File: src/rtl/temp_pkg.sv
// Shared types and constants for the temperature polling path.
package temp_pkg;

  localparam int unsigned DATA_W = 16;
  localparam int unsigned ZONE_W = 2;
  localparam int unsigned HALF_W = 7;

  // Half-degree thresholds: <=32.0 C is cold, >=35.5 C is hot.
  localparam logic [HALF_W-1:0] COLD_MAX_HALF = 7'd64;
  localparam logic [HALF_W-1:0] HOT_MIN_HALF  = 7'd71;

  typedef enum logic [ZONE_W-1:0] {
    ZONE_FRIO   = 2'd0,
    ZONE_NORMAL = 2'd1,
    ZONE_QUENTE = 2'd2
  } zone_e;

  typedef enum logic [1:0] {
    IDLE    = 2'd0,
    REQ     = 2'd1,
    CAPTURE = 2'd2,
    ERR     = 2'd3
  } state_e;

  // Sensor word layout: integer degrees in [13:8], +0.5 C flag in [7].
  typedef struct packed {
    logic [1:0] rsvd;
    logic [5:0] deg_c;
    logic       half_c;
    logic [6:0] frac_lo;
  } sensor_word_t;

  // Map a half-degree value to its zone.
  function automatic zone_e classify_half(input logic [HALF_W-1:0] h);
    if (h <= COLD_MAX_HALF)     return ZONE_FRIO;
    else if (h >= HOT_MIN_HALF) return ZONE_QUENTE;
    else                        return ZONE_NORMAL;
  endfunction

endpackage

File: src/rtl/temp_poll_ctrl_if.sv
// Sensor read handshake: controller raises rd_req, reader answers with rd_ack + rd_data.
interface temp_poll_ctrl_if;

  logic                  rd_req;
  logic                  rd_ack;
  temp_pkg::sensor_word_t rd_data;

  modport master (output rd_req, input rd_ack, input rd_data);
  modport slave  (input rd_req, output rd_ack, output rd_data);

endinterface

File: src/rtl/poll_timer.sv
// Free-running poll interval counter; tick lasts one cycle every POLL_DIV cycles.
module poll_timer #(
  parameter int unsigned POLL_DIV = 50000000,
  parameter int unsigned CNT_W    = 26
) (
  input  logic clk,
  input  logic rst_n,
  input  logic i_enable,
  output logic o_tick_c
);

  logic [CNT_W-1:0] r_cnt;
  logic             w_wrap;

  assign w_wrap   = (r_cnt == CNT_W'(POLL_DIV - 1));
  assign o_tick_c = i_enable & w_wrap;

  // Count while enabled, wrap at the interval end, hold at zero when disabled.
  always_ff @(posedge clk or negedge rst_n) begin
    if (!rst_n)         r_cnt <= '0;
    else if (!i_enable) r_cnt <= '0;
    else if (w_wrap)    r_cnt <= '0;
    else                r_cnt <= r_cnt + CNT_W'(1);
  end

endmodule

File: src/rtl/temp_poll_ctrl.sv
// Periodic sensor poll with capture, zone classification and N-sample zone confirmation.
module temp_poll_ctrl
  import temp_pkg::*;
#(
  parameter int unsigned POLL_DIV = 50000000,
  parameter int unsigned TIMEOUT  = 1000000,
  parameter int unsigned CONFIRM  = 3,
  parameter int unsigned CNT_W    = 26
) (
  input  logic              clk,
  input  logic              rst_n,
  input  logic              enable,
  temp_poll_ctrl_if.master  rd,
  output logic [DATA_W-1:0] data_out,
  output logic              data_valid,
  output logic [ZONE_W-1:0] zone_out,
  output logic              zone_valid,
  output logic              err_timeout,
  output logic [7:0]        sample_cnt
);

  localparam int unsigned FCNT_W = $clog2(CONFIRM + 1);

  state_e             r_state,      w_state;
  logic               r_rd_req,     w_rd_req;
  logic [CNT_W-1:0]   r_tcnt,       w_tcnt;
  sensor_word_t       r_word,       w_word;
  logic [DATA_W-1:0]  r_data_out,   w_data_out;
  logic               r_data_valid, w_data_valid;
  logic [7:0]         r_sample_cnt, w_sample_cnt;
  logic               r_err,        w_err;
  zone_e              r_zone,       w_zone;
  logic               r_zone_valid, w_zone_valid;
  zone_e              r_cand,       w_cand;
  logic [FCNT_W-1:0]  r_fcnt,       w_fcnt;
  logic [FCNT_W-1:0]  w_fcnt_tmp;
  zone_e              w_raw;
  logic               w_tick_c;

  poll_timer #(
    .POLL_DIV (POLL_DIV),
    .CNT_W    (CNT_W)
  ) u_poll_timer (
    .clk      (clk),
    .rst_n    (rst_n),
    .i_enable (enable),
    .o_tick_c (w_tick_c)
  );

  assign rd.rd_req   = r_rd_req;
  assign data_out    = r_data_out;
  assign data_valid  = r_data_valid;
  assign zone_out    = r_zone;
  assign zone_valid  = r_zone_valid;
  assign err_timeout = r_err;
  assign sample_cnt  = r_sample_cnt;

  // State and registered outputs.
  always_ff @(posedge clk or negedge rst_n) begin
    if (!rst_n) begin
      r_state      <= IDLE;
      r_rd_req     <= 1'b0;
      r_tcnt       <= '0;
      r_word       <= '0;
      r_data_out   <= '0;
      r_data_valid <= 1'b0;
      r_sample_cnt <= '0;
      r_err        <= 1'b0;
      r_zone       <= ZONE_FRIO;
      r_zone_valid <= 1'b0;
      r_cand       <= ZONE_FRIO;
      r_fcnt       <= '0;
    end else begin
      r_state      <= w_state;
      r_rd_req     <= w_rd_req;
      r_tcnt       <= w_tcnt;
      r_word       <= w_word;
      r_data_out   <= w_data_out;
      r_data_valid <= w_data_valid;
      r_sample_cnt <= w_sample_cnt;
      r_err        <= w_err;
      r_zone       <= w_zone;
      r_zone_valid <= w_zone_valid;
      r_cand       <= w_cand;
      r_fcnt       <= w_fcnt;
    end
  end

  // Next-state, handshake, capture and zone filter.
  always_comb begin
    w_state      = r_state;
    w_rd_req     = 1'b0;
    w_tcnt       = '0;
    w_word       = r_word;
    w_data_out   = r_data_out;
    w_data_valid = 1'b0;
    w_sample_cnt = r_sample_cnt;
    w_err        = r_err;
    w_zone       = r_zone;
    w_zone_valid = r_zone_valid;
    w_cand       = r_cand;
    w_fcnt       = r_fcnt;
    w_fcnt_tmp   = r_fcnt;
    w_raw        = classify_half({r_word.deg_c, r_word.half_c});

    case (r_state)
      IDLE: begin
        if (w_tick_c) begin
          w_state  = REQ;
          w_rd_req = 1'b1;
        end
      end
      REQ: begin
        w_tcnt = r_tcnt + CNT_W'(1);
        if (rd.rd_ack) begin
          w_state = CAPTURE;
          w_word  = rd.rd_data;
        end else if (r_tcnt == CNT_W'(TIMEOUT - 1)) begin
          w_state = ERR;
        end else begin
          w_rd_req = 1'b1;
        end
      end
      CAPTURE: begin
        w_data_out   = r_word;
        w_data_valid = 1'b1;
        w_sample_cnt = r_sample_cnt + 8'd1;
        w_err        = 1'b0;
        if (!r_zone_valid) begin
          w_zone       = w_raw;
          w_zone_valid = 1'b1;
          w_fcnt       = '0;
        end else begin
          if (w_raw == r_zone) begin
            w_fcnt_tmp = '0;
          end else if (w_raw == r_cand) begin
            w_fcnt_tmp = r_fcnt + FCNT_W'(1);
          end else begin
            w_cand     = w_raw;
            w_fcnt_tmp = FCNT_W'(1);
          end
          if (w_fcnt_tmp == FCNT_W'(CONFIRM)) begin
            w_zone = w_cand;
            w_fcnt = '0;
          end else begin
            w_fcnt = w_fcnt_tmp;
          end
        end
        w_state = IDLE;
      end
      ERR: begin
        w_err   = 1'b1;
        w_state = IDLE;
      end
      default: w_state = IDLE;
    endcase
  end

endmodule

File: src/flat_wrapper.sv
// flat-port wrapper written by rule: the top's interface ports become plain ports
module temp_poll_ctrl_flat import temp_pkg::*;
#(
  parameter int unsigned POLL_DIV = 50000000,
  parameter int unsigned TIMEOUT  = 1000000,
  parameter int unsigned CONFIRM  = 3,
  parameter int unsigned CNT_W    = 26
)
  (clk, rst_n, enable, data_out, data_valid, zone_out, zone_valid, err_timeout, sample_cnt, rd_rd_req, rd_rd_ack, rd_rd_data);
  temp_poll_ctrl_if rd_i ();
  input  logic clk;
  input  logic rst_n;
  input  logic enable;
  output logic [DATA_W-1:0] data_out;
  output logic data_valid;
  output logic [ZONE_W-1:0] zone_out;
  output logic zone_valid;
  output logic err_timeout;
  output logic [7:0] sample_cnt;
  output wire logic [$bits(rd_i.rd_req)-1:0] rd_rd_req;
  input wire logic [$bits(rd_i.rd_ack)-1:0] rd_rd_ack;
  input wire logic [$bits(rd_i.rd_data)-1:0] rd_rd_data;
  assign rd_rd_req = rd_i.rd_req;
  assign rd_i.rd_ack = rd_rd_ack;
  assign rd_i.rd_data = rd_rd_data;
  temp_poll_ctrl #(.POLL_DIV(POLL_DIV), .TIMEOUT(TIMEOUT), .CONFIRM(CONFIRM), .CNT_W(CNT_W)) u_core (.clk(clk), .rst_n(rst_n), .enable(enable), .rd(rd_i), .data_out(data_out), .data_valid(data_valid), .zone_out(zone_out), .zone_valid(zone_valid), .err_timeout(err_timeout), .sample_cnt(sample_cnt));
endmodule
File: config.mk
export PLATFORM = sky130hd
export DESIGN_NAME = temp_poll_ctrl_flat
export DESIGN_NICKNAME = d
export VERILOG_FILES = /design/src/rtl/temp_pkg.sv /design/src/rtl/temp_poll_ctrl_if.sv /design/src/rtl/poll_timer.sv /design/src/rtl/temp_poll_ctrl.sv /design/src/flat_wrapper.sv
export SDC_FILE = /design/constraint.sdc
export NUM_CORES = 1
export LEC_CHECK = 0
export CAP_MARGIN = 20
export CORE_ASPECT_RATIO = 2
export CORE_MARGIN = 5
export CORE_UTILIZATION = 56
export CTS_CLUSTER_SIZE = 24
export DETAILED_ROUTE_END_ITERATION = 10
export GPL_TIMING_DRIVEN = 0
export PLACE_DENSITY = 0.82
export SLEW_MARGIN = 15
export SYNTH_ARGS = -nofsm -noshare
export SYNTH_HDL_FRONTEND = slang
export SYNTH_SLANG_ARGS = --single-unit
export TNS_END_PERCENT = 10
File: constraint.sdc
create_clock -name clk -period 2.4 [get_ports clk]
set_input_delay 0.72 -clock clk [delete_from_list [all_inputs] [get_ports clk]]
set_output_delay 0.72 -clock clk [all_outputs]
set_load 0.02 [all_outputs]
=== Word level (Yosys, flattened, before mapping) ===
Index checks and enable logic that the tools add are counted.

* Register bits: 104
* Output and inout port bits: 30
* Bits of input ports: 20

* Equal/unequal tests: 11
* Reductions and logical operators: 7
* Bitwise logic cells: 1
* Muxes and demuxes: 25
* $add $sub $neg: 4
* $lt $le $gt $ge: 2

{| class="wikitable"
|+ Operator list
! kind !! number
|-
| $mux W26 || 3
|-
| $add A26 B1 Y26 const B || 2
|-
| $mux W2 || 15
|-
| $eq A26 B20 Y1 const B || 1
|-
| $eq A26 B26 Y1 const B || 1
|-
| $add A8 B1 Y8 const B || 1
|-
| $reduce_and A2 Y1 || 4
|-
| $ge A7 B7 Y1 const B || 1
|-
| $le A7 B7 Y1 const B || 1
|-
| $eq A2 B2 Y1 const B || 3
|-
| $pmux W2 S3 || 1
|-
| $eq A2 B2 Y1 || 2
|-
| $mux W1 || 4
|-
| $ne A2 B2 Y1 const B || 2
|-
| $pmux W1 S2 || 2
|-
| $ne A3 B2 Y1 const B || 1
|-
| $add A2 B1 Y2 const B || 1
|-
| $eq A2 B1 Y1 const B || 1
|-
| $logic_not A2 Y1 || 1
|-
| $reduce_bool A2 Y1 || 1
|-
| $reduce_or A2 Y1 || 1
|-
| $and A1 B1 Y1 || 1
|}

=== Logic depth before layout (Yosys ltp) ===
Gate-level depths: netlist of the first run.

* Word-level depth: 11
* Depth in mapped cells: 7

=== Hierarchy ===
From an unflattened synthesis of the first run, not the netlist that was laid out.

* Cells, all modules: 474
* Area total of the unflattened synthesis: 4859.7 um^2

{| class="wikitable"
|+ Modules (own cells, without submodules)
! module !! sequential area each (um^2) !! times used !! area each (um^2) !! cells each
|-
| temp_poll_ctrl || 1951.9 || 1 || 3479.6 || 325
|-
| poll_timer || 650.6 || 1 || 1380.1 || 149
|}

=== Worst setup path after synthesis of the first run ===
Ideal clock, no wire load.

* Path type: reg2reg
* Start: reg u_core.r_word[10] (netlist bit)
* End: reg u_core.r_zone[0] (netlist: u_core.zone_out[0])
* Path slack: 289 ps
* Period minus slack after synthesis: 2111 ps
* Stages on the path, launching flop included: 7
* Path buffers: 0
* Library setup time: 125 ps
* Data arrival time: 1986 ps
* Required time: 2275 ps
* Cells stage by stage: dfrtp_1 > or3_4 > o41ai_4 > o21ai_0 > o31ai_1 > o22a_1 > mux2_4

* Longest elaborated chain between the ends: 11
* Elaborated cells on any way between the ends: 17
* Those cells by class: order compare (2); eq/ne (4); mux (10); reduce/logical (1)

{| class="wikitable"
|+ RTL lines
! element !! line !! RTL
|-
| from (decl) || temp_poll_ctrl.sv:27 || <nowiki>sensor_word_t r_word, w_word;</nowiki>
|-
| from (signal assigned) || temp_poll_ctrl.sv:77 || <nowiki>r_word <= w_word;</nowiki>
|-
| $ge A7 B7 Y1 || temp_pkg.sv:36 || <nowiki>else if (h >= HOT_MIN_HALF) return ZONE_QUENTE;</nowiki>
|-
| $mux W2 || temp_pkg.sv:36 ||
|-
| $mux W2 (*) || temp_pkg.sv:35 || <nowiki>if (h <= COLD_MAX_HALF) return ZONE_FRIO;</nowiki>
|-
| $eq A2 B2 Y1 || temp_poll_ctrl.sv:136 || <nowiki>end else if (w_raw == r_cand) begin</nowiki>
|-
| $mux W2 || temp_poll_ctrl.sv:136 ||
|-
| $mux W2 || temp_poll_ctrl.sv:134 || <nowiki>if (w_raw == r_zone) begin</nowiki>
|-
| $mux W2 || temp_poll_ctrl.sv:129 || <nowiki>if (!r_zone_valid) begin</nowiki>
|-
| $mux W2 || temp_poll_ctrl.sv:106 || <nowiki>case (r_state)</nowiki>
|-
| $eq A2 B2 Y1 || temp_poll_ctrl.sv:142 || <nowiki>if (w_fcnt_tmp == FCNT_W'(CONFIRM)) begin</nowiki>
|-
| $ne A2 B2 Y1 (no source line) || - ||
|-
| $reduce_and A2 Y1 (no source line) || - ||
|-
| to (signal assigned) || temp_poll_ctrl.sv:82 || <nowiki>r_zone <= w_zone;</nowiki>
|-
| to (decl) || temp_poll_ctrl.sv:32 || <nowiki>zone_e r_zone, w_zone;</nowiki>
|}

Mark *: on every way between the ends. The rest lies on a longest branch, timed or not. The select of a mux whose other input is x is not followed.
A chain may end at the register's enable or synchronous reset.

=== Worst setup path after layout of the first run ===
Ends and elaborated chain as after synthesis.

==> summary by stage, run 1 <==
STA
The accumulated negative setup slack is 0 ps. The final number of hold-violating endpoints is 0. The post-route clock period utilization is between 90% and 100%.

The max-slew violation count is 0. The worst clock skew is 3.90 ps. The actual slew at the worst max-slew pin is 642 ps. Across all setup checks in the final design, the least slack found is 60.1 ps. The tightest slew margin relative to the limit is 56.9%.

The worst path needs 2340 ps of the cycle, external delays included. Setup repair after global routing could not meet its margin everywhere. The maximum clock rate is 427 MHz. Setup violations remaining at the end of the flow were counted as 0.

Floorplan
After floorplanning, the core was sized to cover 8230 µm². The overall die height is between 100 and 150 µm. The number of core rows is 47. The initial utilization of the core area, before any placement, comes to between 50% and 60%. Pin placement for this block handled 50 I/O pins. The floorplan step defined a die boundary enclosing ~10000 µm². The width of the die is between 70 and 80 µm.

Routing
After detailed routing, the number of remaining DRC violations is 0. The residual antenna-violating net count after detailed routing is 0. After detailed routing, the number of vias per cell comes to 5.65. The number of DRC markers in iteration 0 is 215. Before antenna repair, the detailed router went through 4 iterations. Summed over all layers, the routed wires come to 9610 µm. The total number of vias is 3471. The per-cell routed wire length is 15.6 µm.

GRT
The met1 global-route usage is 23.0%. Entering global routing, the biggest net connects 75 pins. The global-route total usage across every layer is 19.9%.

The number of antenna violations at the first check in global routing was 0. The first-pass GRT wire length is 16300 µm. The global route total overflow is 0.

The most crowded layer after global routing is met2. The via count of the first global-routing pass came to 3592. The global routing usage on met2 is 34.2%. In the global route stage, met3 resource usage came out at 3.10%.

Outcome
The flow ran to the end, and the final reports show no timing, DRC or antenna violations.

Worst setup path
The first element of the critical path is u_core.r_word[10]. In this run the register-to-register setup slack is 60 ps. The highest net fanout along the worst path is 10. For the worst flop-to-flop path, the logic depth is 6. The setup path with the least slack is of type register to register.

The kind of start point of the critical path is a register. The most critical setup path has its endpoint at u_core.zone_out[0]. STA puts the critical path data required time at 2630 ps. STA classifies the critical path endpoint as a register. The worst flop-to-flop path endpoint is u_core.zone_out[0]. The launch point of the worst reg-to-reg path is u_core.r_word[10].

Data on the critical path arrives at its endpoint at ~2600 ps.

Placement
Input and output buffers added on the ports amount to 49. The HPWL after detailed placement is 6900 µm. At the end of routability-driven placement, the weighted congestion stood at 0.853. The setup slack after placement is -235 ps.

Yosys
In this run the mean area of a mapped cell was 10.4 µm². The cell count after synthesis came out at 450. The count of cell types in the netlist is 44.

Counting flops and latches in the post-synthesis netlist gives between 100 and 150. The post-synthesis net count is 473. After synthesis, the share of flip-flops with an asynchronous set or reset is between 90% and 100%. The number of warning messages in the yosys log is 0. For this run, the leading register cell type out of synthesis is dfrtp_1.

The number of enable flip-flop cells after synthesis is 0. By area the synthesized netlist is led by dfrtp_1 (56%), nand2_1 (5.9%), xor2_1 (5.6%). For this run, the register share of the synthesized area comes to 55.7%. Summed over its instances, the top area cell type makes up between 50% and 60% of the synthesized netlist area. The synthesized netlist occupies a cell area of 4680 µm². The cell taking the most area after synthesis is dfrtp_1.

Cells and area
The library cells used most frequently in the layout, excluding fill and tap cells, are dfrtp_1 (104), nand2_1 (73), nor2_1 (63), clkdlybuf4s50_1 (48), xor2_1 (30). The most frequent standard cell in the layout excluding fill and tap cells is dfrtp_1. Cells with a size suffix above 1 make up 9.50% of the layout. 0 antenna diodes ended up in the layout. The final layout contains 534 nets.

From synthesis to final layout, the design area changed by 20.7%.

Clock network
The number of clock sinks seen by CTS is around 100. The root buffer cell is clkbuf_16. The clock tree buffer depth is 2. The clock transition time at the flip-flop clock pins of the worst setup and hold paths is 70 ps. The clock tree synthesis step divided the H-tree into 3 levels. Buffers inserted during clock tree synthesis total 9. The CTS tree is done.

The clock latency at the later pin of the worst-skew pair is between 300 and 400 ps.

Power
The overall power is 3.55 mW. The leakage power of the design is approximately 2.5 nW. The worst IR drop on VDD is 414 µV.

The power density over cell area is 629 nW/µm².

Min path
In this run the worst hold path is classified as input port to async pin.

Run
The number of maximum-capacitance violations is 0.
## per-layer routing
| metal | share of wire (%) | vias up |
|---|---|---|
| met3 | 4.1 | 27 |
| met2 | 54 | 86 |
| met4 | 3.3 | 0 |
| li1 | - | 1655 |
| met1 | 39 | 1703 |
| met5 | 0 | - |
## metrics by stage
| step | cells | utilization (%) | area (µm²) | hold slack (ps) |
|---|---|---|---|---|
| 5_1_grt | 614 | 68.6 | 5650 | 268 |
| 6_report | 614 | 68.6 | 5650 | 245 |
| 3_3_place_gp | 597 | 64.2 | 5290 | 441 |
| 2_1_floorplan | 450 | - | 4680 | 424 |
| 4_1_cts | 614 | 68.5 | 5640 | 248 |
| 3_5_place_dp | 598 | 64.6 | 5320 | 449 |
## report_power, final
part | internal (mW) | leakage [nW] | switching (mW)
combinational | 0.0868 | 0.938 | 0.0936
sequential | 1.78 | 1.44 | 0.0323
clock | 0.942 | 0.160 | 0.616
## cell families after synthesis
group	after synthesis	share of synthesized area [%]
and+or+nand+nor	226	23.3
DFF	104	55.7
xor gates and xnor gates	52	9.74
AOI/OAI and AO/OA	27	4.23
buffers and inverters	19	1.63
muxes	19	4.63
adders and majority gates	3	0.803
## critical path: stages, from the launching register on
cell and delay [ps]:
dfrtp_1 390, or3_4 420, o41ai_4 470, o21ai_0 170, o31ai_1 160, o22a_1 300, mux2_4 310
## timing repair
item                                    4_1_cts  5_1_grt
hold buffers                                  0        0
gates resized for setup                       0        1
endpoints found under the setup margin        0        7
setup buffers                                 0        0
## layout make-up
type / count / area [µm²]
multi-input cells: 327 / 2000
flip-flops and latches: 104 / 2600
plain buffers: 12 / 50.0
inverters: 7 / 26.3
fillers: 622 / 2590
well taps: 98 / 123
clock inverters: 5 / 78.8
repair buffers: 50 / 519
clock buffers: 11 / 243
## cells in the mapped netlist (2+ instances only)
library cell	n
a21oi_1	7
and2_1	2
and3_1	14
and4_1	5
buf_1	2
buf_2	4
clkbuf_1	6
dfrtp_1	104
ha_1	3
inv_1	7
mux2_2	17
nand2_1	73
nand2b_1	4
nand3_1	21
nand4_1	19
nor2_1	63
nor3_1	4
nor3b_1	3
nor4_1	3
nor4b_1	3
o21ai_0	7
o22a_1	2
o31ai_1	3
or3_1	4
xnor2_1	22
xor2_1	30
## worst min path at each step
stage                     start                 end  cells after the start
2_1_floorplan             rst_n  u_core.data_out[0]                      0
5_1_grt                   rst_n  u_core.data_out[6]                      1
3_5_place_dp   u_core.r_word[0]  u_core.data_out[0]                      2
3_3_place_gp   u_core.r_word[6]  u_core.data_out[6]                      2
6_report                  rst_n  u_core.data_out[3]                      1
4_1_cts                   rst_n  u_core.data_out[3]                      1
## sequential cells by signal (all words and copies together) (netlist names)
register and cells:
u_core.u_poll_timer.r_cnt 26, u_core.r_cand 2, u_core.sample_cnt 8, u_core.r_fcnt 2, u_core.zone_valid 1, u_core.data_valid 1, u_core.r_state 2, u_core.data_out 16
u_core.rd.rd_req 1, u_core.r_word 16, u_core.r_tcnt 26, u_core.err_timeout 1, u_core.zone_out 2
Power figures use the tool's default switching activity.
==> inputs of run 2 (changes only) <==
Settings changed: CORE_UTILIZATION 56 to 55, PLACE_DENSITY 0.82 to 0.81, SYNTH_HIERARCHICAL from default to 1, TNS_END_PERCENT 10 to 50.
==> summary by stage, run 2 <==
Cells and area
The fraction of layout instances using a drive strength above 1 is between 10% and 20%. The most frequent standard cell in the layout excluding fill and tap cells is dfrtp_1. The number of antenna repair diodes is 0. In the layout the commonest cells are dfrtp_1 (104), nand2_1 (73), nor2_1 (50), clkdlybuf4s50_1 (48), nand3_1 (28). From synthesis to final layout, the design area changed by 19.0%.

The number of nets in the layout is ~560. The post-route cell area is approximately 5800 µm². The largest registers in the layout are u_core/r_tcnt (26), u_core/u_poll_timer/r_cnt (26).

Power
Of the total power, the share spent switching nets is 23.1%. The switching power of the nets is 0.788 mW. The overall power is approximately 3.4 mW. The leakage power of the design is roughly 2.5 nW. Of the total power, registers draw 53.5%. The worst IR drop on VDD is 647 µV. Dividing total power by cell area gives a power density of a little under 600 nW/µm². The share of total power in the clock network is 39.6%.

The share of total power dissipated in combinational logic is 6.9%. The internal portion of the total power is about 2.6 mW.

Worst setup path
The worst endpoint required time is between 2000 and 3000 ps. The signal arrival time at the worst endpoint is roughly 2500 ps. The highest net fanout along the worst path is 10. The type of element capturing the critical path is a register. The worst setup path is launched from a register. The setup path with the least slack is of type register to register.

Clock network
Counting every sink on the clock net gives 104. The clock latency at the later pin of the worst-skew pair is 340 ps. The cell sitting at the root of the clock tree is a clkbuf_16. After clock tree synthesis, the setup repair step added 0 buffers.

TritonCTS built the clock tree. The post-CTS resize count is 0. Clock-pin slew was measured on the worst setup and hold paths at approximately 60 ps. The clock tree buffer depth is 2.

TritonCTS created 9 clock buffers. The post-cts hold buffer count is 0. The number of levels in the clock H-tree is 3.

Yosys
The number of warning messages in the yosys log is 6. Synthesis produced a netlist whose cell count is 474. Sorting the synthesized cells by area gives the leading types as dfrtp_1 (54%), nand2_1 (5.6%), mux2_2 (4.4%).

The cell with the most instances after synthesis is dfrtp_1. After synthesis, the share of flip-flops with an asynchronous set or reset is 100%. In this run, synthesis produced a sequential element count of ~100.

The post-synthesis net count is just under 500. In the synthesized netlist, the cells that appear most often are dfrtp_1 (104), nand2_1 (73), nor2_1 (50). The mean instance size in the synthesized netlist is 10.3 µm². The most used flip-flop cell after synthesis is dfrtp_1.

The netlist uses 56 different library cells. The cell taking the most area after synthesis is dfrtp_1. For this run, the register share of the synthesized area comes to 53.6%. Summed over its instances, the top area cell type makes up 53.6% of the synthesized netlist area. The post-synth design cell area is 4860 µm². The synthesized design contains 0 enable-type register cells.

STA
At the pin with the least slew margin, the transition time is 775 ps. The post-route clock period utilization is 93.4%. The max-slew violation count came to 0. Adding up every negative setup slack in the final design gives 0 ps.

Headroom to the max-slew limit came out at between 40% and 50%. The total of endpoints with negative setup slack in the final report is 0. For this run, the top clock speed supported by timing is between 400 and 500 MHz.

The hold slack is 290 ps. The clock arrives with 5.21 ps of skew. The final critical path time including I/O delays and setup is 2240 ps. The final number of hold-violating endpoints is 0. Setup repair after global routing left no endpoint under its margin.

Floorplan
The floorplan step set the die width to between 70 and 80 µm. The total I/O pin count is 50. For this configuration, the core starts out at a cell density of 56.2%. The overall die height is 143 µm.

The number of core rows is 48. The floorplan step defined a die boundary enclosing ~11000 µm². The area of the core is 8650 µm².

GRT
Across every metal layer, demand over resource in global routing totals 20.1%. The maximum number of pins on one net before global-route repair is 63. The first global-routing pass estimated around 18000 µm of wire. The number of antenna violations at the first check in global routing came to 0.

The via count of the first global-routing pass came to 3763. For this run the aggregate overflow at the end of global routing stands at 0.

Routing
The via density per instance is between 5 and 6. The number of DRC markers in iteration 0 is 344. The residual antenna-violating net count after detailed routing is 0.

The wire length after detailed routing is 10600 µm. After detailed routing, the number of remaining DRC violations is 0. The first detailed-routing pass took 4 iterations. The per-cell routed wire length is 16.6 µm. The total number of vias is between 3000 and 4000.

Placement
The half-perimeter wire length of the detailed placement result is 7500 µm. The placement-stage cell area is approximately 5500 µm². During placement, the flow inserted port buffers numbering 49. The congestion estimate from routability-driven global placement came to 0.818.

Outcome
The flow ran to the end, and the final reports show no timing, DRC or antenna violations.

Min path
The class of the tightest hold or removal check is input port to async pin.

Run
Max-cap violations in this run came to 0.
## run 2: routing by layer
layer  vias up  GRT usage [%]  routed length (µm)
li1       1763              -                   -
met1      1815           23.1                4130
met2        97           36.3                5850
met3        27           3.98                 357
met4         0           7.83                 272
met5         -              0                   0
## run 2: power groups by stage
| stage | registers (mW) | logic (mW) | clock network [mW] |
|---|---|---|---|
| 2_1_floorplan | 1.87 | 0.0895 | 0 |
| 5_1_grt | 1.83 | 0.259 | 1.46 |
| 4_1_cts | 1.83 | 0.239 | 1.38 |
| 6_report | 1.83 | 0.235 | 1.35 |
| 3_3_place_gp | 1.86 | 0.224 | 0 |
| 3_5_place_dp | 1.86 | 0.236 | 0 |
## run 2: worst max-delay path: stages (launching register included)
cell and delay [ps]:
dfrtp_1 390, ha_1 280, and3_1 320, nand4_1 200
o31ai_2 540, buf_2 330, a21oi_1 70
## run 2: cell families after synthesis
kind of cell	Yosys count	share of synthesized area, %
and+or+nand+nor	229	24.0
DFF	104	53.6
AOI/OAI and AO/OA	50	6.85
xor gates and xnor gates	41	7.39
buffers and inverters	26	2.57
muxes	21	4.87
adders and majority gates	3	0.772
## run 2: final timing paths
| path | from | to | slack, ps | cells after the start |
|---|---|---|---|---|
| worst min register to register | u_core/r_word[5] | u_core/data_out[5] | 460 | 2 |
| worst min-delay path | rst_n | u_core/err_timeout | 290 | 1 |
| worst max register to register | u_core/u_poll_timer/r_cnt[0] | u_core/u_poll_timer/r_cnt[18] | 160 | 6 |
| max in group asynchronous | rst_n | u_core/data_out[0] | 1480 | 2 |
| min in group clk | u_core/r_word[5] | u_core/data_out[5] | 460 | 2 |
| worst max-delay path | u_core/u_poll_timer/r_cnt[0] | u_core/u_poll_timer/r_cnt[18] | 160 | 6 |
## run 2: cell type report
type	count	area (µm²)
clock buffers	10	239
inverters	10	37.5
multi-input cells	344	2140
well taps	100	125
plain buffers	16	87.6
flip-flops and latches	104	2600
repair buffers	50	519
fillers	702	2870
clock inverters	6	35.0
## run 2: through the flow
| stage | setup WS (ps) | util (%) | instances |
|---|---|---|---|
| finish | 159 | 66.9 | 640 |
| global route | 3.03 | 66.9 | 640 |
| CTS | 46.2 | 66.8 | 640 |
| detailed placement | 75.1 | 63.6 | 624 |
| global placement | -3170 | 63.3 | 623 |
| floorplan | 530 | - | 474 |
